$ cat src/rtl/systolic_pkg.sv
// Shared types, defaults and the overflow-aware adder for the systolic array.
package systolic_pkg;

    localparam int PE_DATA_W = 4;
    localparam int PE_ACC_W  = 12;
    // Widest accumulator sat_add can handle; operands are padded up to SAT_MAX_W+1 bits.
    localparam int SAT_MAX_W = 64;

    typedef enum logic [1:0] {
        IDLE = 2'd0,
        ACC  = 2'd1,
        FULL = 2'd2
    } pe_state_e;

    typedef struct packed {
        logic                 ovf;
        logic [SAT_MAX_W:0]   val;
    } sat_res_t;

    // Adds two (w+1)-bit extended operands (zero-padded to SAT_MAX_W+1 bits)
    // and returns the w-bit result, either clamped or wrapped, plus overflow.
    function automatic sat_res_t sat_add(
        input logic [SAT_MAX_W:0] a,
        input logic [SAT_MAX_W:0] b,
        input int                 w,
        input logic               is_signed,
        input logic               saturate
    );
        sat_res_t           res;
        logic [SAT_MAX_W:0] one;
        logic [SAT_MAX_W:0] mask_w;
        logic [SAT_MAX_W:0] mask_w1;
        logic [SAT_MAX_W:0] half;
        logic [SAT_MAX_W:0] sum;
        logic [SAT_MAX_W:0] shr_top;
        logic [SAT_MAX_W:0] shr_msb;
        logic               top;
        logic               msb;
        one     = {{SAT_MAX_W{1'b0}}, 1'b1};
        mask_w  = (one << w) - one;
        mask_w1 = (one << (w + 1)) - one;
        half    = one << (w - 1);
        sum     = (a + b) & mask_w1;
        shr_top = sum >> w;
        shr_msb = sum >> (w - 1);
        top     = shr_top[0];
        msb     = shr_msb[0];
        res.ovf = is_signed ? (top ^ msb) : top;
        if (!res.ovf || !saturate) begin
            res.val = sum & mask_w;
        end else if (!is_signed) begin
            res.val = mask_w;
        end else if (top) begin
            res.val = half;               // most negative value
        end else begin
            res.val = half - one;         // most positive value
        end
        return res;
    endfunction

endpackage

$ cat src/rtl/pe_mac_sat.sv
// Combinational multiply, extend, accumulate and clamp/wrap for one PE.
module pe_mac_sat
    import systolic_pkg::*;
#(
    parameter int DATA_W   = PE_DATA_W,
    parameter int ACC_W    = PE_ACC_W,
    parameter int SATURATE = 1
) (
    input  logic              signed_mode,
    input  logic [DATA_W-1:0] a,
    input  logic [DATA_W-1:0] b,
    input  logic [ACC_W-1:0]  acc,
    output logic [ACC_W-1:0]  sum,
    output logic              ovf
);

    logic [2*DATA_W-1:0] prod_s;
    logic [2*DATA_W-1:0] prod_u;
    logic [2*DATA_W-1:0] prod;
    logic [ACC_W:0]      prod_ext;
    logic [ACC_W:0]      acc_ext;
    logic [SAT_MAX_W:0]  prod_pad;
    logic [SAT_MAX_W:0]  acc_pad;
    sat_res_t            res;
    logic                unused_val_hi;

    // Product at full 2*DATA_W width, then extended per signedness and summed.
    always_comb begin
        prod_s   = $signed({{DATA_W{a[DATA_W-1]}}, a}) * $signed({{DATA_W{b[DATA_W-1]}}, b});
        prod_u   = {{DATA_W{1'b0}}, a} * {{DATA_W{1'b0}}, b};
        prod     = signed_mode ? prod_s : prod_u;
        prod_ext = {{(ACC_W + 1 - 2*DATA_W){signed_mode & prod[2*DATA_W-1]}}, prod};
        acc_ext  = {signed_mode & acc[ACC_W-1], acc};
        prod_pad = {{(SAT_MAX_W - ACC_W){1'b0}}, prod_ext};
        acc_pad  = {{(SAT_MAX_W - ACC_W){1'b0}}, acc_ext};
        res      = sat_add(acc_pad, prod_pad, ACC_W, signed_mode, SATURATE != 0);
        sum      = res.val[ACC_W-1:0];
        ovf      = res.ovf;
    end

    assign unused_val_hi = ^res.val[SAT_MAX_W:ACC_W];

endmodule

$ cat src/rtl/systolic_pe_os.sv
// Output-stationary systolic PE: forwards A/B, accumulates dot products,
// double-buffers the finished result and drains it through a per-row chain.
//
// state | meaning
// IDLE  | accumulator empty, no result held
// ACC   | accumulator holds partial terms, no result held
// FULL  | finished result held awaiting drain_load; acc may be filling again
module systolic_pe_os
    import systolic_pkg::*;
#(
    parameter int DATA_W   = PE_DATA_W,
    parameter int ACC_W    = PE_ACC_W,
    parameter int SATURATE = 1
) (
    input  logic              clk,
    input  logic              reset,
    input  logic              signed_mode,
    input  logic [DATA_W-1:0] in_a,
    input  logic              in_a_valid,
    input  logic              in_a_last,
    input  logic [DATA_W-1:0] in_b,
    input  logic              in_b_valid,
    output logic [DATA_W-1:0] out_a,
    output logic              out_a_valid,
    output logic              out_a_last,
    output logic [DATA_W-1:0] out_b,
    output logic              out_b_valid,
    input  logic [ACC_W-1:0]  drain_in,
    input  logic              drain_in_valid,
    input  logic              drain_load,
    input  logic              drain_shift,
    output logic [ACC_W-1:0]  out_c,
    output logic              out_c_valid,
    output logic              res_ready,
    output logic              ovf,
    output logic              overrun
);

    if (ACC_W < 2*DATA_W || ACC_W >= SAT_MAX_W) begin : g_bad_width
        $error("systolic_pe_os: ACC_W must be >= 2*DATA_W and < SAT_MAX_W");
    end

    pe_state_e        state, state_nx;
    logic [ACC_W-1:0] acc, acc_nx;
    logic             acc_ovf, acc_ovf_nx;
    logic             acc_busy, acc_busy_nx;
    logic [ACC_W-1:0] result, result_nx;
    logic             ovf_nx;
    logic             overrun_nx;
    logic [ACC_W-1:0] mac_sum;
    logic             mac_ovf;
    logic             fire;
    logic             complete;

    // acc is zero whenever no partial terms are held, so IDLE fires start from prod.
    pe_mac_sat #(
        .DATA_W   (DATA_W),
        .ACC_W    (ACC_W),
        .SATURATE (SATURATE)
    ) u_mac (
        .signed_mode (signed_mode),
        .a           (in_a),
        .b           (in_b),
        .acc         (acc),
        .sum         (mac_sum),
        .ovf         (mac_ovf)
    );

    assign res_ready = (state == FULL);

    // A/B forwarding, one cycle, independent of MAC state.
    always_ff @(posedge clk or negedge reset) begin
        if (!reset) begin
            out_a       <= '0;
            out_a_valid <= 1'b0;
            out_a_last  <= 1'b0;
            out_b       <= '0;
            out_b_valid <= 1'b0;
        end else begin
            out_a       <= in_a;
            out_a_valid <= in_a_valid;
            out_a_last  <= in_a_last;
            out_b       <= in_b;
            out_b_valid <= in_b_valid;
        end
    end

    // Next-state: accumulate, capture into the result buffer or flag overrun.
    always_comb begin
        fire        = in_a_valid & in_b_valid;
        complete    = fire & in_a_last;
        state_nx    = state;
        acc_nx      = acc;
        acc_ovf_nx  = acc_ovf;
        acc_busy_nx = acc_busy;
        result_nx   = result;
        ovf_nx      = ovf;
        overrun_nx  = overrun;
        if (drain_load) begin
            ovf_nx = 1'b0;
        end
        if (complete) begin
            acc_nx      = '0;
            acc_ovf_nx  = 1'b0;
            acc_busy_nx = 1'b0;
            if (state != FULL || drain_load) begin
                result_nx = mac_sum;
                ovf_nx    = acc_ovf | mac_ovf;
                state_nx  = FULL;
            end else begin
                // Old result still undrained: keep it, drop the new sum.
                overrun_nx = 1'b1;
            end
        end else begin
            if (fire) begin
                acc_nx      = mac_sum;
                acc_ovf_nx  = acc_ovf | mac_ovf;
                acc_busy_nx = 1'b1;
            end
            if (state != FULL || drain_load) begin
                state_nx = acc_busy_nx ? ACC : IDLE;
            end
        end
    end

    // MAC, result buffer and flag registers.
    always_ff @(posedge clk or negedge reset) begin
        if (!reset) begin
            state    <= IDLE;
            acc      <= '0;
            acc_ovf  <= 1'b0;
            acc_busy <= 1'b0;
            result   <= '0;
            ovf      <= 1'b0;
            overrun  <= 1'b0;
        end else begin
            state    <= state_nx;
            acc      <= acc_nx;
            acc_ovf  <= acc_ovf_nx;
            acc_busy <= acc_busy_nx;
            result   <= result_nx;
            ovf      <= ovf_nx;
            overrun  <= overrun_nx;
        end
    end

    // Drain chain register; own result takes priority over the upstream shift.
    always_ff @(posedge clk or negedge reset) begin
        if (!reset) begin
            out_c       <= '0;
            out_c_valid <= 1'b0;
        end else if (drain_load) begin
            out_c       <= result;
            out_c_valid <= res_ready;
        end else if (drain_shift) begin
            out_c       <= drain_in;
            out_c_valid <= drain_in_valid;
        end
    end

endmodule

$ cat config.mk
export PLATFORM = sky130hd
export DESIGN_NAME = systolic_pe_os
export DESIGN_NICKNAME = d
export VERILOG_FILES = /design/src/rtl/systolic_pkg.sv /design/src/rtl/pe_mac_sat.sv /design/src/rtl/systolic_pe_os.sv
export SDC_FILE = /design/constraint.sdc
export NUM_CORES = 1
export LEC_CHECK = 0
export CAP_MARGIN = 15
export CORE_MARGIN = 1
export CORE_UTILIZATION = 55
export DETAILED_ROUTE_END_ITERATION = 7
export PLACE_DENSITY = 0.87
export SLEW_MARGIN = 20
export SYNTH_ARGS = -nofsm -noshare
export SYNTH_HDL_FRONTEND = slang
export SYNTH_SLANG_ARGS = --single-unit
$ cat constraint.sdc
create_clock -name clk -period 3.1 [get_ports clk]
set_input_delay 0.62 -clock clk [delete_from_list [all_inputs] [get_ports clk]]
set_output_delay 0.62 -clock clk [all_outputs]
set_load 0.02 [all_outputs]
# == Word level (Yosys, flattened, before mapping) ==
# Cells that the tools add are included.
# totals
ff_bits,54
input_bits,29
output_inout_bits,27
# op_classes
n_addsub,1
n_mul,2
n_eq_ne,2
n_mux,23
bitwise_logic,7
reduce_logical,5
# op_table
cell,count
12-bit 2-to-1 mux,7
4-bit by 4-bit multiplier with 8-bit output,2
13-bit adder,1
1-bit 2-to-1 mux,12
8-bit 2-to-1 mux,1
2-bit 2-to-1 mux,3
1-bit AND,4
2-bit AND reduction,2
2-bit nonzero test,2
2-bit equality test (second input constant),1
2-bit inequality test (second input constant),1
1-bit logical OR,1
1-bit inverter,1
1-bit OR,1
1-bit bitwise XOR,1

# == Longest topological paths before layout ==
# Gate-level depths: netlist of run 1.
# depth
depth_word,9
depth_mapped,23

# == By module ==
# From an unflattened synthesis of run 1, not the netlist that was laid out.
# unflattened
hier_cells,419
hier_area_um2,4209.0
# by_module_without_submodules
module,instances,cells_per_inst,area_per_inst_um2,seq_area_each_um2
pe_mac_sat,1,252,2109.5,0.0
systolic_pe_os,1,167,2099.5,1351.3

# == Least setup slack after synthesis of run 1 ==
# OpenSTA, ideal clock, no wires.
# synth_path
path_kind,input-to-reg
from,input in_a[1]
to,register acc[5]
setup_time_ns,0.126
arrival_time_ns,5.872
setup_slack_ns,-2.898
stages,22
cell_sequence,and2_1 -> inv_1 -> fa_1 -> fa_1 -> fa_1 -> inv_1 -> ha_1 -> fa_1 -> a21o_1 -> a21oi_2 -> xnor2_4 -> nand2_1 -> o21ai_0 -> ha_1 -> nor4_1 -> o221ai_1 -> a2111oi_0 -> nand3_1 -> and4b_1 -> a22oi_4 -> nor2_2 -> a221o_1
# synth_via
elab_chain_len,9
word_cells_on_any_way,12
cone_classes,add/sub: 1; mul: 2; mux: 7; bitwise: 2
# synth_lines
item,line_no,text
"start, declared",systolic_pe_os.sv:18,"input logic [DATA_W-1:0] in_a,"
"4-bit by 4-bit multiplier with 8-bit output, on equally long branches","pe_mac_sat.sv:30, pe_mac_sat.sv:29",
8-bit 2-to-1 mux (*),pe_mac_sat.sv:31,prod = signed_mode ? prod_s : prod_u;
1-bit AND,pe_mac_sat.sv:32,"prod_ext = {{(ACC_W + 1 - 2*DATA_W){signed_mode & prod[2*DATA_W-1]}}, prod};"
13-bit adder (*),systolic_pkg.sv:43,sum = (a + b) & mask_w1;
12-bit 2-to-1 mux or 1-bit bitwise XOR (tied branches),"systolic_pkg.sv:53, systolic_pkg.sv:48",
12-bit 2-to-1 mux or 1-bit 2-to-1 mux (tied branches),"systolic_pkg.sv:51, systolic_pkg.sv:48",
12-bit 2-to-1 mux (*),systolic_pkg.sv:49,if (!res.ovf || !saturate) begin
12-bit 2-to-1 mux (*),systolic_pe_os.sv:115,if (fire) begin
12-bit 2-to-1 mux (*),systolic_pe_os.sv:102,if (complete) begin
"end signal, assigned",systolic_pe_os.sv:138,acc <= acc_nx;
"end, declared",systolic_pe_os.sv:44,"logic [ACC_W-1:0] acc, acc_nx;"
# Mark *: on every way between the ends. The rest lies on a longest branch, timed or not. The select of a mux whose other input is x is not followed.
# A chain may end at the register's enable or synchronous reset.

# == Worst setup path in the final report of run 1 ==
# layout_path
from,input in_a[0]
to,register acc[4]
# The elaborated chain is that of the path after synthesis.

==> results of run 1 <==
[critical path, stage by stage]
cell      delay (ns)
buf_6           0.09
nand2b_4        0.14
fa_1            0.56
fa_1            0.43
fa_1            0.51
inv_2           0.05
ha_4            0.16
fa_2            0.34
a21o_1          0.21
a21oi_4         0.19
xnor2_4         0.08
nand2_2         0.11
o21ai_4         0.07
ha_4            0.30
o211ai_1        0.11
nand2_2         0.17
buf_4           0.14
and4b_1         0.23
nand4_1         0.14
and4b_2         0.29
a22oi_4         0.29
nor2_4          0.11
a221o_1         0.37
[registers in the layout, indices dropped and copies added, names as in the netlist]
signal       count
acc_ovf          1
result          12
ovf              1
out_a_valid      1
out_b            4
overrun          1
acc             12
state            2
out_a            4
out_a_last       1
acc_busy         1
out_c           12
out_b_valid      1
out_c_valid      1
[cell families (layout without fill, tap and decap cells)]
group / after synthesis / in the layout / share of synthesized area [%]
buf+inv: 43 / 162 / 4.88
flops: 54 / 54 / 36.6
simple gates: 97 / 97 / 13.0
fa+ha+maj: 42 / 42 / 17.1
compound gates: 97 / 97 / 18.3
mux: 14 / 14 / 3.83
xor+xnor: 22 / 22 / 6.33
[cells in the mapped netlist (11+ instances only)]
master	n
ha_1	28
xnor2_1	11
nand2_1	33
fa_1	14
clkbuf_1	12
a21oi_1	17
o21ai_0	26
o22a_1	11
mux2i_1	13
nor2_1	15
inv_1	26
and2_1	14
dfrtp_1	54
[metrics by stage]
stage                     area, sq um  total power, mW  instances  utilization [%]  setup TNS [ns]
after floorplan                  3760             2.21        369                -          -62.88
after global placement           4780             2.82        544             74.5          -75.54
after detailed placement         4780             2.93        544             74.5          -80.82
after CTS                        5130             3.56        562             79.9          -60.50
after global routing             5230             3.93        565             81.5          -64.43
final                            5230             3.73        565             81.5          -61.34
[routing by layer]
layer	vias up	GRT usage [%]	share of wire, %
li1	1534	-	-
met1	1697	36.0	38
met2	169	56.9	52
met3	53	4.06	5.7
met4	0	14.4	4.4
met5	-	0	0
[timing repair]
item	CTS	global route
buffers inserted	9	6
pin swaps	27	36
endpoints found under the setup margin	26	26
cloned	2	0
resized for setup	59	22
endpoints found under the hold margin	0	0
[cell type report]
cell class | instances | area, sq um | area share (%)
Tap cell | 77 | 96.3 | 1.84
Clock inverter | 2 | 12.5 | 0.239
Sequential cell | 54 | 1350 | 25.8
Inverter | 26 | 97.6 | 1.87
Timing Repair Buffer | 128 | 1150 | 22.0
Clock buffer | 6 | 82.6 | 1.58
Multi-Input combinational cell | 272 | 2440 | 46.6
[report_power, final]
| group | total (mW) | internal [mW] | leakage (nW) | switching, mW |
|---|---|---|---|---|
| combinational | 2.22 | 1.10 | 1.76 | 1.12 |
| clock | 0.412 | 0.180 | 0.0472 | 0.232 |
| sequential | 1.10 | 0.903 | 0.657 | 0.196 |
[worst paths after layout]
check,start,endpoint,slack (ns)
max,in_a[0],acc[4],-2.44
min,reset,out_b[3],0.43
max reg2reg,acc[0],acc[4],-0.35
min reg2reg,result[7],out_c[7],0.50
max in group asynchronous,reset,out_c[9],1.96
min in group clk,result[7],out_c[7],0.50
[layout by cell type, fill, tap and decap left out, types with 6 or more instances in the layout]
cell type	n
a21o_1	8
a21oi_1	11
a21oi_2	6
a221o_1	6
and2_1	10
buf_4	63
buf_6	10
clkbuf_8	6
clkdlybuf4s50_1	47
dfrtp_1	54
fa_1	13
ha_1	24
inv_1	21
mux2i_1	13
nand2_1	29
nand3_1	6
nor2_1	10
nor2b_1	7
o21ai_0	22
o22a_1	11
xnor2_1	11
xor2_1	8
==> results.txt, run 1 <==
status -> finished with violations
failing checks -> design-rule violations, negative setup slack
total CTS buffers -> 5
Max FO, Critical Path -> 7
share of cells above drive strength 1 -> 28.7%
TritonRoute pass-1 iters -> 7
Post-Syn Instances -> 369
largest net degree at the start of global routing -> 43
sequential fraction of the synthesis area -> 36.6%
fin crit period -> 5.54 ns
dpl hpwl -> 7310 microns
Clock Path Buffers -> 2
# DRC -> 16
Initial Util -> 57.5%
# diodes -> 0
Final Setup Violations -> 26
Layout fillers -> 332
DRT iter0 DRCs -> 280
gr usage total -> 31.1%
DIE HEIGHT -> 84.0 microns
global placer's final weighted congestion -> 0.996
initial antenna violation count -> 0
Die ar. -> 7050 sq um
Post-synth EDFFs -> 0
Fin. Hold Viols -> 0
wire per inst -> 20.0 microns
Clk Latency, worst-skew pair -> 0.31 ns
crit path launch type -> input pin
Reg2Reg Depth -> 10
Critical Path RT -> 3.29 ns
H-tree Lvls -> 2
P per Cell Area -> 714 nW/um^2
Setup Slack @ Placement -> -3.15 ns
TritonCTS clock tree -> built
CP endpoint kind -> flip-flop
nets -> 558
Async S/R FF share, synth -> 100%
Die X -> 84.0 microns
Ports -> 56
Post-Route WL -> 11300 microns
first-pass GRT wire length -> 17000 microns
port bufs -> 55
RSZ-0062 raised after global routing -> true
top cell type's share of synthesized area -> 36.6%
vias in the first global route -> 3539
FMAX -> 181 MHz
Vias/cell -> 6.11
cell taking the most area after synthesis -> dfrtp_1
Core ar. -> 6420 sq um
Slew Viols, Final -> 0
Slew @ Worst Pin -> 0.911 ns
final period utilization -> 179%
final worst setup slack -> -2.44 ns
post-synthesis cell type count -> 49
crit path DAT -> 5.73 ns
main area contributors after synthesis -> dfrtp_1 (37%), ha_1 (9.5%), fa_1 (7.6%), mux2i_1 (3.5%), o21ai_0 (3.5%)
Synth Flop Type -> dfrtp_1
max cap viols -> 0
post-synthesis register bit count -> 54
Crit Path Category -> input pin to flip-flop
ANT nets after route -> 0
Peak VDD IR -> 0.396 mV
root buf cell -> clkbuf_8
Area Overhead vs Synth -> 41.6%
syn_nets -> 440
leak pwr -> 2.46 nW
Min Hold Slack -> 0.433 ns
Hold Buf Count CTS -> 0
CTS Sinks -> 54
Clk pin slew, worst setup/hold paths -> 0.09 ns
Hold WC Path Type -> input pin to asynchronous set/reset pin
synthesized area per cell -> 10.0 sq um
Slew Limit Headroom -> 39.3%
total number of vias -> 3453
skew final -> 0.00669 ns
synth warn -> 0
Post-Syn Area -> 3690 sq um
Core Rows -> 29
total gr overflow -> 0
(Power assumes the default switching activity.)
==> inputs of run 2 (changes only) <==
- clock period: 3.1 -> 5.6 ns (I/O delays scaled with it)
==> run 2 against run 1 <==
  * The flow still finishes with violations (design-rule violations, negative setup slack)
  * Global-route usage down 0.98 points
  * Wire length down 4.5%
  * Power down 42%
  * Non-clock buffer count down 4
  * Combinational power down 42%
  * Critical path depth up 1
  * Design area down 0.89%
  * Die area unchanged
  * Register-to-register slack better by 2.6 ns
  * Critical endpoint is now acc[6]
  * Largest cell class unchanged
==> results.txt, run 2 (synthesized netlist as in run 1, its figures left out) <==
Area Overhead vs Synth -> 40.4%
Critical Path RT -> 5.79 ns (+2.50 ns)
Crit Path Category -> input pin to flip-flop
status -> finished with violations
Die ar. -> 7050 sq um (unchanged)
DIE HEIGHT -> 84.0 microns (unchanged)
Slew Limit Headroom -> 20.0% (-19 points)
Clock Path Buffers -> 2 (unchanged)
failing checks -> design-rule violations, negative setup slack
TritonRoute pass-1 iters -> 7 (unchanged)
CP startpoint -> in_b[2]
worst flop-to-flop path startpoint -> acc[0]
Reg2Reg Depth -> 11 (+1)
root buf cell -> clkbuf_8
total gr overflow -> 0 (unchanged)
Peak VDD IR -> 0.242 mV (-39%)
FMAX -> 165 MHz
total CTS buffers -> 5 (unchanged)
Reg2Reg Setup Slack -> 2.26 ns (+2.61 ns)
# DRC -> 16 (unchanged)
CTS Sinks -> 54 (unchanged)
CP endpoint kind -> flip-flop
P per Cell Area -> 416 nW/um^2 (-42%)
Core Rows -> 29 (unchanged)
total number of vias -> 3465 (+0.35%)
dpl hpwl -> 7090 microns (-3.0%)
gr usage total -> 30.1% (-0.98 points)
first-pass GRT wire length -> 16500 microns (-2.6%)
Vias/cell -> 6.17 (+0.88%)
DRT iter0 DRCs -> 318 (+14%)
share of cells above drive strength 1 -> 27.2% (-1.5 points)
Clk Latency, worst-skew pair -> 0.31 ns (about the same)
H-tree Lvls -> 2 (unchanged)
Layout fillers -> 349 (+5.1%)
Post-Route WL -> 10800 microns (-4.5%)
skew final -> 0.00813 ns (+0.00143 ns)
initial antenna violation count -> 0 (unchanged)
Slew Viols, Final -> 0 (unchanged)
TritonCTS clock tree -> built
Ports -> 56 (unchanged)
wire per inst -> 19.2 microns (-4.0%)
Die X -> 84.0 microns (unchanged)
commonest non-fill, non-tap cell in the layout -> buf_4
Min Hold Slack -> 0.501 ns (+0.0681 ns)
Fin. Hold Viols -> 0 (unchanged)
RSZ-0062 raised after global routing -> true
Final Setup Violations -> 26 (unchanged)
CP endpoint -> acc[6]
Initial Util -> 57.5% (unchanged)
final period utilization -> 108%
# diodes -> 0 (unchanged)
fin crit period -> 6.05 ns
Core ar. -> 6420 sq um (unchanged)
Clk pin slew, worst setup/hold paths -> 0.10 ns (about the same)
Hold WC Path Type -> flip-flop to flip-flop
final worst setup slack -> -0.452 ns (+1.99 ns)
largest net degree at the start of global routing -> 55 (+28%)
leading registers by flop count -> acc: 12 flops, out_c: 12 flops, result: 12 flops
Layout Utilization -> 80.7% (-0.72 points)
leak pwr -> 2.46 nW (about the same)
Max FO, Critical Path -> 7 (unchanged)
max cap viols -> 0 (unchanged)
ANT nets after route -> 0 (unchanged)
port bufs -> 55 (unchanged)
Slew @ Worst Pin -> 1.20 ns (+0.284 ns)
end of the worst register-to-register path -> acc[6]
crit path launch type -> input pin
nets -> 555 (-0.54%)
crit path DAT -> 6.25 ns (+0.52 ns)
global placer's final weighted congestion -> 0.986 (-1.0%)
most frequent cells in the layout -> buf_4 (62), dfrtp_1 (54), clkdlybuf4s50_1 (47), nand2_1 (28), ha_1 (25)
vias in the first global route -> 3438 (-2.9%)
## run 2: cell types whose count changed in the layout (fill, tap and decap cells not counted), moves of 2 or more
cell / change
o21ai_4: -2
a21oi_2: -3
nor2b_1: -3
inv_2: -2
nor2_1: -2
nor2_4: +3
inv_1: +2
buf_6: -6
o21ai_2: +2
nor2b_4: +2
ha_4: -2
a21oi_1: +3
## run 2: layout make-up
cell class / count / area, sq um / share of cell area [%]
Clock buffer: 6 / 72.6 / 1.40
Clock inverter: 2 / 37.5 / 0.724
Inverter: 26 / 97.6 / 1.88
Multi-Input combinational cell: 273 / 2410 / 46.5
Sequential cell: 54 / 1350 / 26.1
Tap cell: 77 / 96.3 / 1.86
Timing Repair Buffer: 124 / 1120 / 21.5
## run 2: what timing repair did
item / 4_1_cts / 5_1_grt
buffers inserted: 5 / 10
pin swaps: 27 / 27
hold buffers: 0 / 0
cloned: 1 / 1
setup endpoints to repair: 26 / 26
gates resized for setup: 49 / 27
## run 2: metal layers
layer / vias up / global-route usage (%) / share of wire, %
met2: 173 / 53.6 / 52
li1: 1538 / - / -
met3: 46 / 4.65 / 6.7
met5: - / 0 / 0
met1: 1708 / 35.5 / 37
met4: 0 / 14.6 / 3.9
## run 2: critical path: stages
cell and delay (ns):
buf_6 0.07, and2_4 0.14, inv_2 0.04, fa_1 0.50, fa_1 0.51, fa_1 0.51, inv_2 0.05, ha_4 0.16
fa_2 0.35, a21o_1 0.21, a21oi_4 0.19, xnor2_4 0.14, nand2_2 0.08, o21ai_2 0.09, ha_4 0.23, a21oi_2 0.13
nand2_2 0.13, and2_4 0.19, a2111oi_2 0.29, and4b_2 0.30, a22oi_4 0.23, buf_12 0.17, nor3_1 0.06, a211o_1 0.34
## run 2: power by group
part           total (mW)  switching, mW  internal (mW)
Sequential          0.606          0.106          0.500
Combinational        1.28          0.638          0.646
Clock               0.265          0.131          0.134
Total                2.15          0.875           1.28
## run 2: worst min-delay path by stage
stage                    start        end  cells after the start
finish              result[11]  out_c[11]                      2
global route         result[2]   out_c[2]                      2
CTS                 result[11]  out_c[11]                      2
detailed placement  result[11]  out_c[11]                      2
global placement      acc_busy   acc_busy                      2
floorplan             acc_busy   acc_busy                      2
## run 2: metrics by stage
step / area (sq um) / total power [mW] / TNS, ns / std cells / setup WS [ns]
floorplan: 3760 / 1.22 / -10.88 / 369 / -0.529
detailed placement: 4740 / 1.61 / -30.64 / 538 / -1.22
global route: 5180 / 2.27 / -14.46 / 562 / -0.621
global placement: 4740 / 1.55 / -25.21 / 538 / -1.01
finish: 5180 / 2.15 / -9.49 / 562 / -0.452
CTS: 5030 / 1.99 / -9.33 / 552 / -0.417
